--- config.mk ---
export PLATFORM = sky130hd
export DESIGN_NAME = serial_subtractor_top
export DESIGN_NICKNAME = d
export VERILOG_FILES = /design/src/rtl/serial_arith_pkg.sv /design/src/rtl/serial_full_subtractor.sv /design/src/rtl/serial_subtractor_top.sv
export SDC_FILE = /design/constraint.sdc
export NUM_CORES = 1
export LEC_CHECK = 0
export CAP_MARGIN = 20
export CORE_MARGIN = 4
export CORE_UTILIZATION = 49
export DETAILED_ROUTE_END_ITERATION = 10
export PLACE_DENSITY_LB_ADDON = 0.08
export SYNTH_ARGS = -nofsm -noshare
export SYNTH_HDL_FRONTEND = slang
export SYNTH_HIERARCHICAL = 1
export SYNTH_SLANG_ARGS = --single-unit
--- constraint.sdc ---
create_clock -name clk -period 3 [get_ports clk]
set_clock_uncertainty 0.05 [all_clocks]
set_input_delay 0.45 -clock clk [delete_from_list [all_inputs] [get_ports clk]]
set_output_delay 0.45 -clock clk [all_outputs]
set_load 0.03 [all_outputs]
--- src/rtl/serial_arith_pkg.sv ---
// Shared types and helpers for the bit-serial adder/subtractor family.
package serial_arith_pkg;

    localparam int DEFAULT_WORDWIDTH = 8;

    typedef enum logic {
        LOAD  = 1'b0,
        SHIFT = 1'b1
    } serial_state_e;

    // Bit counter width; never less than one bit.
    function automatic int cnt_width(input int w);
        return (w < 2) ? 1 : $clog2(w);
    endfunction

endpackage

--- src/rtl/serial_full_subtractor.sv ---
// Single-bit full subtractor cell, purely combinational: d = a - b - bin.
module serial_full_subtractor (
    input  logic a,
    input  logic b,
    input  logic bin,
    output logic d,
    output logic bout
);

    assign d    = a ^ b ^ bin;
    assign bout = (~a & b) | (~(a ^ b) & bin);

endmodule

--- src/rtl/serial_subtractor_top.sv ---
// Free-running LSB-first serial subtractor: out = a_in - b_in, done WORDWIDTH+1 clocks after LOAD; no backpressure.
// SERIAL_SUB_SATURATE_EN clamps a borrowing result to zero.
module serial_subtractor_top
    import serial_arith_pkg::*;
#(
    parameter int WORDWIDTH = DEFAULT_WORDWIDTH
) (
    input  logic                 clk,
    input  logic                 rst_n,
    input  logic [WORDWIDTH-1:0] a_in,
    input  logic [WORDWIDTH-1:0] b_in,
    output logic [WORDWIDTH-1:0] out,
    output logic                 bout,
    output logic                 done
);

    localparam int            CW   = cnt_width(WORDWIDTH);
    localparam logic [CW-1:0] LAST = CW'(WORDWIDTH - 1);

    serial_state_e        state_q, state_d;
    logic [CW-1:0]        cnt_q, cnt_d;
    logic [WORDWIDTH-1:0] a_sr_q, a_sr_d;
    logic [WORDWIDTH-1:0] b_sr_q, b_sr_d;
    logic [WORDWIDTH-1:0] res_q, res_d;
    logic                 borrow_q, borrow_d;
    logic [WORDWIDTH-1:0] out_q, out_d;
    logic                 bout_q, bout_d;
    logic                 done_q, done_d;

    logic                 diff_bit;
    logic                 borrow_nxt;
    logic [WORDWIDTH-1:0] res_next;
    logic [WORDWIDTH-1:0] final_res;

    serial_full_subtractor u_fs (
        .a    (a_sr_q[0]),
        .b    (b_sr_q[0]),
        .bin  (borrow_q),
        .d    (diff_bit),
        .bout (borrow_nxt)
    );

    // Difference bits enter at the MSB so the LSB lands in bit 0 after WORDWIDTH shifts.
    assign res_next = {diff_bit, res_q[WORDWIDTH-1:1]};

`ifdef SERIAL_SUB_SATURATE_EN
    assign final_res = borrow_nxt ? '0 : res_next;
`else
    assign final_res = res_next;
`endif

    always_comb begin
        state_d  = state_q;
        cnt_d    = cnt_q;
        a_sr_d   = a_sr_q;
        b_sr_d   = b_sr_q;
        res_d    = res_q;
        borrow_d = borrow_q;
        out_d    = out_q;
        bout_d   = bout_q;
        done_d   = 1'b0;
        case (state_q)
            LOAD: begin
                a_sr_d   = a_in;
                b_sr_d   = b_in;
                borrow_d = 1'b0;
                cnt_d    = '0;
                state_d  = SHIFT;
            end
            SHIFT: begin
                a_sr_d   = a_sr_q >> 1;
                b_sr_d   = b_sr_q >> 1;
                borrow_d = borrow_nxt;
                res_d    = res_next;
                cnt_d    = cnt_q + CW'(1);
                if (cnt_q == LAST) begin
                    state_d = LOAD;
                    out_d   = final_res;
                    bout_d  = borrow_nxt;
                    done_d  = 1'b1;
                end
            end
            default: state_d = LOAD;
        endcase
    end

    always_ff @(posedge clk or negedge rst_n) begin
        if (!rst_n) begin
            state_q  <= LOAD;
            cnt_q    <= '0;
            a_sr_q   <= '0;
            b_sr_q   <= '0;
            res_q    <= '0;
            borrow_q <= 1'b0;
            out_q    <= '0;
            bout_q   <= 1'b0;
            done_q   <= 1'b0;
        end else begin
            state_q  <= state_d;
            cnt_q    <= cnt_d;
            a_sr_q   <= a_sr_d;
            b_sr_q   <= b_sr_d;
            res_q    <= res_d;
            borrow_q <= borrow_d;
            out_q    <= out_d;
            bout_q   <= bout_d;
            done_q   <= done_d;
        end
    end

    assign out  = out_q;
    assign bout = bout_q;
    assign done = done_q;

endmodule

==> results of run 1 <==
[sequential cells by signal (all words and copies together), names as in the netlist]
signal,count
a_sr_q,8
b_sr_q,8
out,8
res_q,7
cnt_q,3
borrow_q,1
bout,1
done,1
state_q,1
[synth_stat cells]
library cell and count:
fa_1 1, buf_6 3, mux2_2 22, and2_1 3
buf_4 1, nor2b_1 3, mux2_4 8, dfrtp_1 38
nand2_4 1, inv_1 4, ha_1 2
[power groups by stage]
stage          registers (uW)  clock network, uW  logic (uW)
2_1_floorplan             628                  0        52.7
5_1_grt                   589                383         185
3_5_place_dp              594                  0         175
6_report                  582                347         173
3_3_place_gp              589                  0         172
4_1_cts                   583                358         176
[cell type report]
type | count | area [sq um]
Fill cell | 224 | 983
Sequential cell | 38 | 951
Multi-Input combinational cell | 40 | 462
Timing Repair Buffer | 28 | 273
Clock inverter | 3 | 45.0
Tap cell | 31 | 38.8
Clock buffer | 5 | 37.5
Inverter | 4 | 15.0
[worst paths after layout]
path / startpoint / end / slack (ns) / cells past startpoint
setup / recovery: out[6] / out[6] / 1.11 / 1
hold / removal: rst_n / out[4] / 0.13 / 1
setup reg to reg: state_q / b_sr_q[3] / 1.48 / 2
hold reg to reg: cnt_q[0] / cnt_q[0] / 0.39 / 1
max in group asynchronous: rst_n / cnt_q[0] / 2.25 / 1
min in group clk: cnt_q[0] / cnt_q[0] / 0.39 / 1
[per-stage QoR]
| step | hold WS, ns | setup slack [ns] | instances | instance area (sq um) | util (%) |
|---|---|---|---|---|---|
| after detailed placement | 0.372 | 1.47 | 141 | 1740 | 62.0 |
| after floorplan | 0.104 | 1.56 | 86 | 1470 | - |
| after CTS | 0.151 | 1.08 | 149 | 1820 | 64.9 |
| after global routing | 0.192 | 1.03 | 149 | 1820 | 64.9 |
| after global placement | 0.370 | 1.50 | 141 | 1740 | 62.0 |
| final | 0.130 | 1.11 | 149 | 1820 | 64.9 |
[per-layer routing]
layer	up-vias	track usage [%]	wire length, microns
li1	351	-	-
met1	374	15.3	911
met2	25	19.8	1020
met3	5	7.37	142
met4	0	4.13	31
met5	-	0	0
[kinds of logic (layout without fill, tap and decap cells)]
logic type	after synthesis	count (layout)	synth area share, %
fa+ha+maj	3	3	3.07
mux	30	30	25.0
buf+inv	8	40	3.83
simple gates	7	7	3.32
flops	38	38	64.7
==> results by group, run 1 <==
Cells and area
  – Layout cells sized above 1: a little over a third
  – NumNets Final: around 140
  – ANT cells: 0
  – Commonest cells after routing, fill and taps aside: dfrtp_1 (38), clkdlybuf4s50_1 (26), mux2_2 (22), mux2_4 (8), clkbuf_4 (5)
  – Layout area overhead: 24.0%
  – Most common cell after layout, fill and taps aside: dfrtp_1

Clocking
  – CTS Root Cell: clkbuf_4
  – Postcts setup bufs: 0
  – Worst skew pair latency: between 0.3 and 0.4 ns
  – Hold buffers post-CTS: 0
  – CTS tree: yes
  – CTS sink count: 38
  – CTS resizes: 0
  – CTS buffer count: 5
  – # H-tree levels: 2
  – Worst-path clk slew: between 0.1 and 0.15 ns
  – Clk buf depth: 2

Global routing
  – Antenna violations before repair: 0
  – Vias in the first global route: between 800 and 900
  – Total track usage: between 10% and 20%
  – First-pass GRT wire length: 3840 microns
  – Largest net degree at the start of global routing: 39
  – Grt ovf: 0

Power
  – Combinational power share: 15.7%
  – Pwr Density: 605 mW/mm^2
  – Net Sw Power: 274 uW
  – Sw frac: 24.9%
  – Clock share of power: between 30% and 40%
  – VDD IR max: about 0.00036 V
  – Static Leak: 0.000845 uW
  – Total power: 1100 uW
  – Pint: 828 uW
  – Seq pwr share: approximately 53%

Route
  – Final WL: roughly 2100 microns
  – Drt wl/cell: approximately 14 microns
  – Via Count: about 760
  – Routed Antenna Nets: 0
  – Initial drt markers: 27
  – Drt first pass iters: 2
  – # DRC: 0
  – Avg Vias per Cell: 5.07

Critical path
  – Arrival time at the worst endpoint: between 1 and 1.5 ns
  – Ordered cell list for the critical path: clkdlybuf4s50_1
  – Crit Path Category: reg -> out
  – Critical-path maximum fanout: 2
  – Slowest stage delay, CP: between 0.6 and 0.7 ns
  – CP delay by family, top: buffers and inverters
  – Worst path buffer plus inverter count: 1
  – Worst Setup End Kind: output pin
  – Setup crit start kind: register
  – CP required: approximately 2.5 ns
  – Slowest CP cell: clkdlybuf4s50_1

Timing
  – RSZ-0062 raised after global routing: no
  – Slew Limit Fails: 0
  – Fmax: around 530 MHz
  – Final worst-path cycle share: roughly 63%
  – Slew Limit Headroom: 46.4%
  – Slew @ Worst Pin: a little over 0.8 ns
  – Hold Vio Cnt, Final: 0
  – Final setup viols: 0
  – Setup TNS: 0 ns
  – Fin crit period: 1.89 ns

Yosys
  – Post-Synthesis Cells: 86
  – Syn avg cell area: ~17 sq um
  – Distinct cells, synth: 11
  – Synth top area cells: dfrtp_1 (65%), mux2_2 (17%), mux2_4 (8.2%)
  – Register bit count reported by yosys: 38
  – Synth warn: 6
  – Mapped Nets: 107
  – Mapped cell area: approximately 0.0015 sq mm
  – Sequential area share after synthesis: roughly 65%
  – Dominant cell type by area after synthesis: dfrtp_1
  – Synth top area share: 64.7%

Floorplanning
  – Number of I/O pins: 28
  – DIE AREA: ~0.0039 sq mm
  – Rows: 19
  – Core Region: 0.00281 sq mm
  – X dimension of the die: around 63 microns
  – Initial Utilization: a little over half
  – Floorplan die height: ~63 microns

Run status
  – Status: complete, no violations

Hold path
  – Hold Path Class: in -> async

Placement
  – Final Wtd Congestion: around 0.64
  – Post-DP HPWL: roughly 1500 microns
  – Port Buffer Count: 27

Run
  – Max cap viols: 0
No activity file was read; power rests on OpenSTA's default activity.
==> inputs of run 2 (changes only) <==
==> constraint.sdc (replaced) <==
create_clock -name clk -period 1.8 [get_ports clk]
set_clock_uncertainty 0.05 [all_clocks]
set_input_delay 0.27 -clock clk [delete_from_list [all_inputs] [get_ports clk]]
set_output_delay 0.27 -clock clk [all_outputs]
set_load 0.03 [all_outputs]
==> run 2 against run 1 <==
Global-route usage shrank 0.17 points. Combinational power grew 68%. Register-to-register slack lost 1.2 ns. Routed wire length grew 1.0%. Total power grew 55%. First-iteration DRC count shrank 22%. Sequential cell count is the same. Hold slack gained 0.27 ns. Critical path depth is the same. Non-clock buffer count grew 3. Sequential share of layout area shrank 0.072 points.
==> results by group, run 2 (same netlist as run 1, synthesis figures left out) <==
Run status
  – Status: complete, no violations

Clocking
  – CTS sink count: 38 (unchanged)
  – Worst skew pair latency: 0.33 ns (about the same)
  – Postcts setup bufs: 0 (unchanged)
  – CTS tree: yes
  – # H-tree levels: 2 (unchanged)
  – Worst-path clk slew: 0.10 ns (-0.03 ns)
  – CTS resizes: 0 (unchanged)
  – Clk buf depth: 2 (unchanged)
  – CTS Root Cell: clkbuf_4
  – CTS buffer count: 5 (unchanged)

Timing
  – Worst hold slack: 0.399 ns (+0.269 ns)
  – RSZ-0062 raised after global routing: no
  – Slew @ Worst Pin: 0.460 ns (-0.344 ns)
  – Setup TNS: 0 ns (unchanged)
  – Slew Limit Fails: 0 (unchanged)
  – Fmax: 589 MHz
  – Hold Vio Cnt, Final: 0 (unchanged)
  – Final setup viols: 0 (unchanged)
  – Slew Limit Headroom: 69.3% (+23 points)
  – Final worst-path cycle share: between 90% and 100%
  – Fin crit period: 1.70 ns

Global routing
  – Antenna violations before repair: 0 (unchanged)
  – Largest net degree at the start of global routing: 39 (unchanged)
  – First-pass GRT wire length: 3890 microns (+1.2%)
  – Total track usage: 12.8% (-0.17 points)
  – Vias in the first global route: 840 (-0.83%)
  – Grt ovf: 0 (unchanged)

Floorplanning
  – Core Region: 0.00281 sq mm (unchanged)
  – DIE AREA: 0.00394 sq mm (unchanged)
  – Rows: 19 (unchanged)
  – X dimension of the die: 62.8 microns (unchanged)
  – Floorplan die height: 62.8 microns (unchanged)
  – Number of I/O pins: 28 (unchanged)
  – Initial Utilization: 52.4% (unchanged)

Critical path
  – Worst Setup End Kind: output pin
  – Worst reg-to-reg path cell count: 4 (+2)
  – R2r endpoint: bout
  – Slowest stage delay, CP: 0.68 ns (about the same)
  – Worst path buffer plus inverter count: 1 (unchanged)
  – CP required: 1.48 ns (-1.02 ns)
  – Critical-path maximum fanout: 2 (unchanged)
  – Flop2flop setup slack: 0.33 ns (-1.15 ns)
  – Setup crit start kind: register
  – Worst R2R Start: cnt_q[0]
  – CP delay by family, top: buffers and inverters
  – Crit Path Category: reg -> out
  – Slowest CP cell: clkdlybuf4s50_1
  – Ordered cell list for the critical path: clkdlybuf4s50_1
  – Arrival time at the worst endpoint: 1.38 ns (about the same)

Cells and area
  – Most common cell after layout, fill and taps aside: dfrtp_1
  – Commonest cells after routing, fill and taps aside: dfrtp_1 (38), clkdlybuf4s50_1 (26), mux2_2 (22), mux2_4 (8), clkbuf_4 (5)
  – ANT cells: 0 (unchanged)
  – Layout area overhead: 24.2%
  – Filler Cells Inserted: 231 (+3.1%)
  – NumNets Final: 141 (+2.2%)
  – Layout cells sized above 1: 34.7% (-0.035 points)

Power
  – Clock share of power: 26.2% (-5.3 points)
  – VDD IR max: 0.000645 V (+77%)
  – Pint: 1280 uW (+55%)
  – Sw frac: 25.1% (+0.21 points)
  – Seq pwr share: 56.8% (+4.0 points)
  – Net Sw Power: 429 uW (+56%)
  – Static Leak: 0.000856 uW (+1.3%)
  – Combinational power share: 17.0% (+1.3 points)
  – Pwr Density: 937 mW/mm^2 (+55%)

Route
  – # DRC: 0 (unchanged)
  – Avg Vias per Cell: 4.93 (-2.6%)
  – Final WL: 2130 microns (+1.0%)
  – Drt first pass iters: 3 (+1)
  – Routed Antenna Nets: 0 (unchanged)
  – Via Count: 750 (-0.66%)
  – Drt wl/cell: 14.0 microns (-1.0%)
  – Initial drt markers: 21 (-22%)

Hold path
  – Hold Path Class: reg -> reg
  – WHS Endpoint: cnt_q[0]
  – Hold path cells: 1
  – Min-delay src: cnt_q[0]

Placement
  – Post-DP HPWL: 1520 microns (+3.0%)
  – Final Wtd Congestion: 0.653 (+1.4%)
  – Port Buffer Count: 27 (unchanged)

Run
  – Max cap viols: 0 (unchanged)
-- run 2: cell types whose count changed in the layout (fill, tap and decap cells not counted), sizes merged --
cell / change
bufinv: -1
clkinv: +1
dlygate4sd3: +1
clkinvlp: -2
buf: +2
clkbuf: +2
-- run 2: layout make-up --
class	instances	area, sq um	area share, %
inverters	4	15.0	0.823
clock inverters	1	5.00	0.274
repair buffers	31	298	16.3
well taps	31	38.8	2.13
clock buffers	7	55.1	3.02
flip-flops and latches	38	951	52.1
multi-input cells	40	462	25.3
-- run 2: metal layers --
layer / up-vias / GRT usage [%] / share of wire, %
li1: 354 / - / -
met1: 371 / 15.6 / 45
met2: 23 / 19.6 / 47
met3: 2 / 5.40 / 7.5
met4: 0 / 5.79 / 0.52
met5: - / 0 / 0
-- run 2: how the worst max path moves through the flow --
| stage | from | endpoint | slack, ns | cells past startpoint |
|---|---|---|---|---|
| finish | out[2] | out[2] | 0.10 | 1 |
| global route | out[2] | out[2] | 0.03 | 1 |
| CTS | out[2] | out[2] | 0.07 | 1 |
| detailed placement | cnt_q[0] | bout | 0.32 | 4 |
| global placement | cnt_q[0] | bout | 0.34 | 4 |
| floorplan | cnt_q[0] | out[0] | 0.36 | 5 |
-- run 2: what timing repair did --
item / 4_1_cts / 5_1_grt
setup endpoints to repair: 0 / 0
hold endpoints to repair: 38 / 0
hold buffers: 1 / 0
-- run 2: worst reg2reg max path: stages (launching register included) --
cell and delay, ns:
dfrtp_1 0.40, ha_1 0.20, ha_1 0.20, nand2_4 0.18, mux2_2 0.35
-- run 2: through the flow --
stage	power [uW]	utilization [%]	worst slack (ns)	cell area, sq um	cells
6_report	1710	65.0	0.102	1820	152
5_1_grt	1800	65.0	0.0303	1820	152
4_1_cts	1730	65.0	0.0734	1820	152
3_5_place_dp	1280	62.5	0.318	1750	143
3_3_place_gp	1270	62.5	0.344	1750	143
2_1_floorplan	1140	-	0.361	1470	86
-- run 2: power groups by stage --
stage	clock network (uW)	registers, uW	logic (uW)
after floorplan	0	1050	87.9
after global placement	0	984	287
after detailed placement	0	991	292
after CTS	467	973	295
after global routing	507	985	309
final	448	971	290
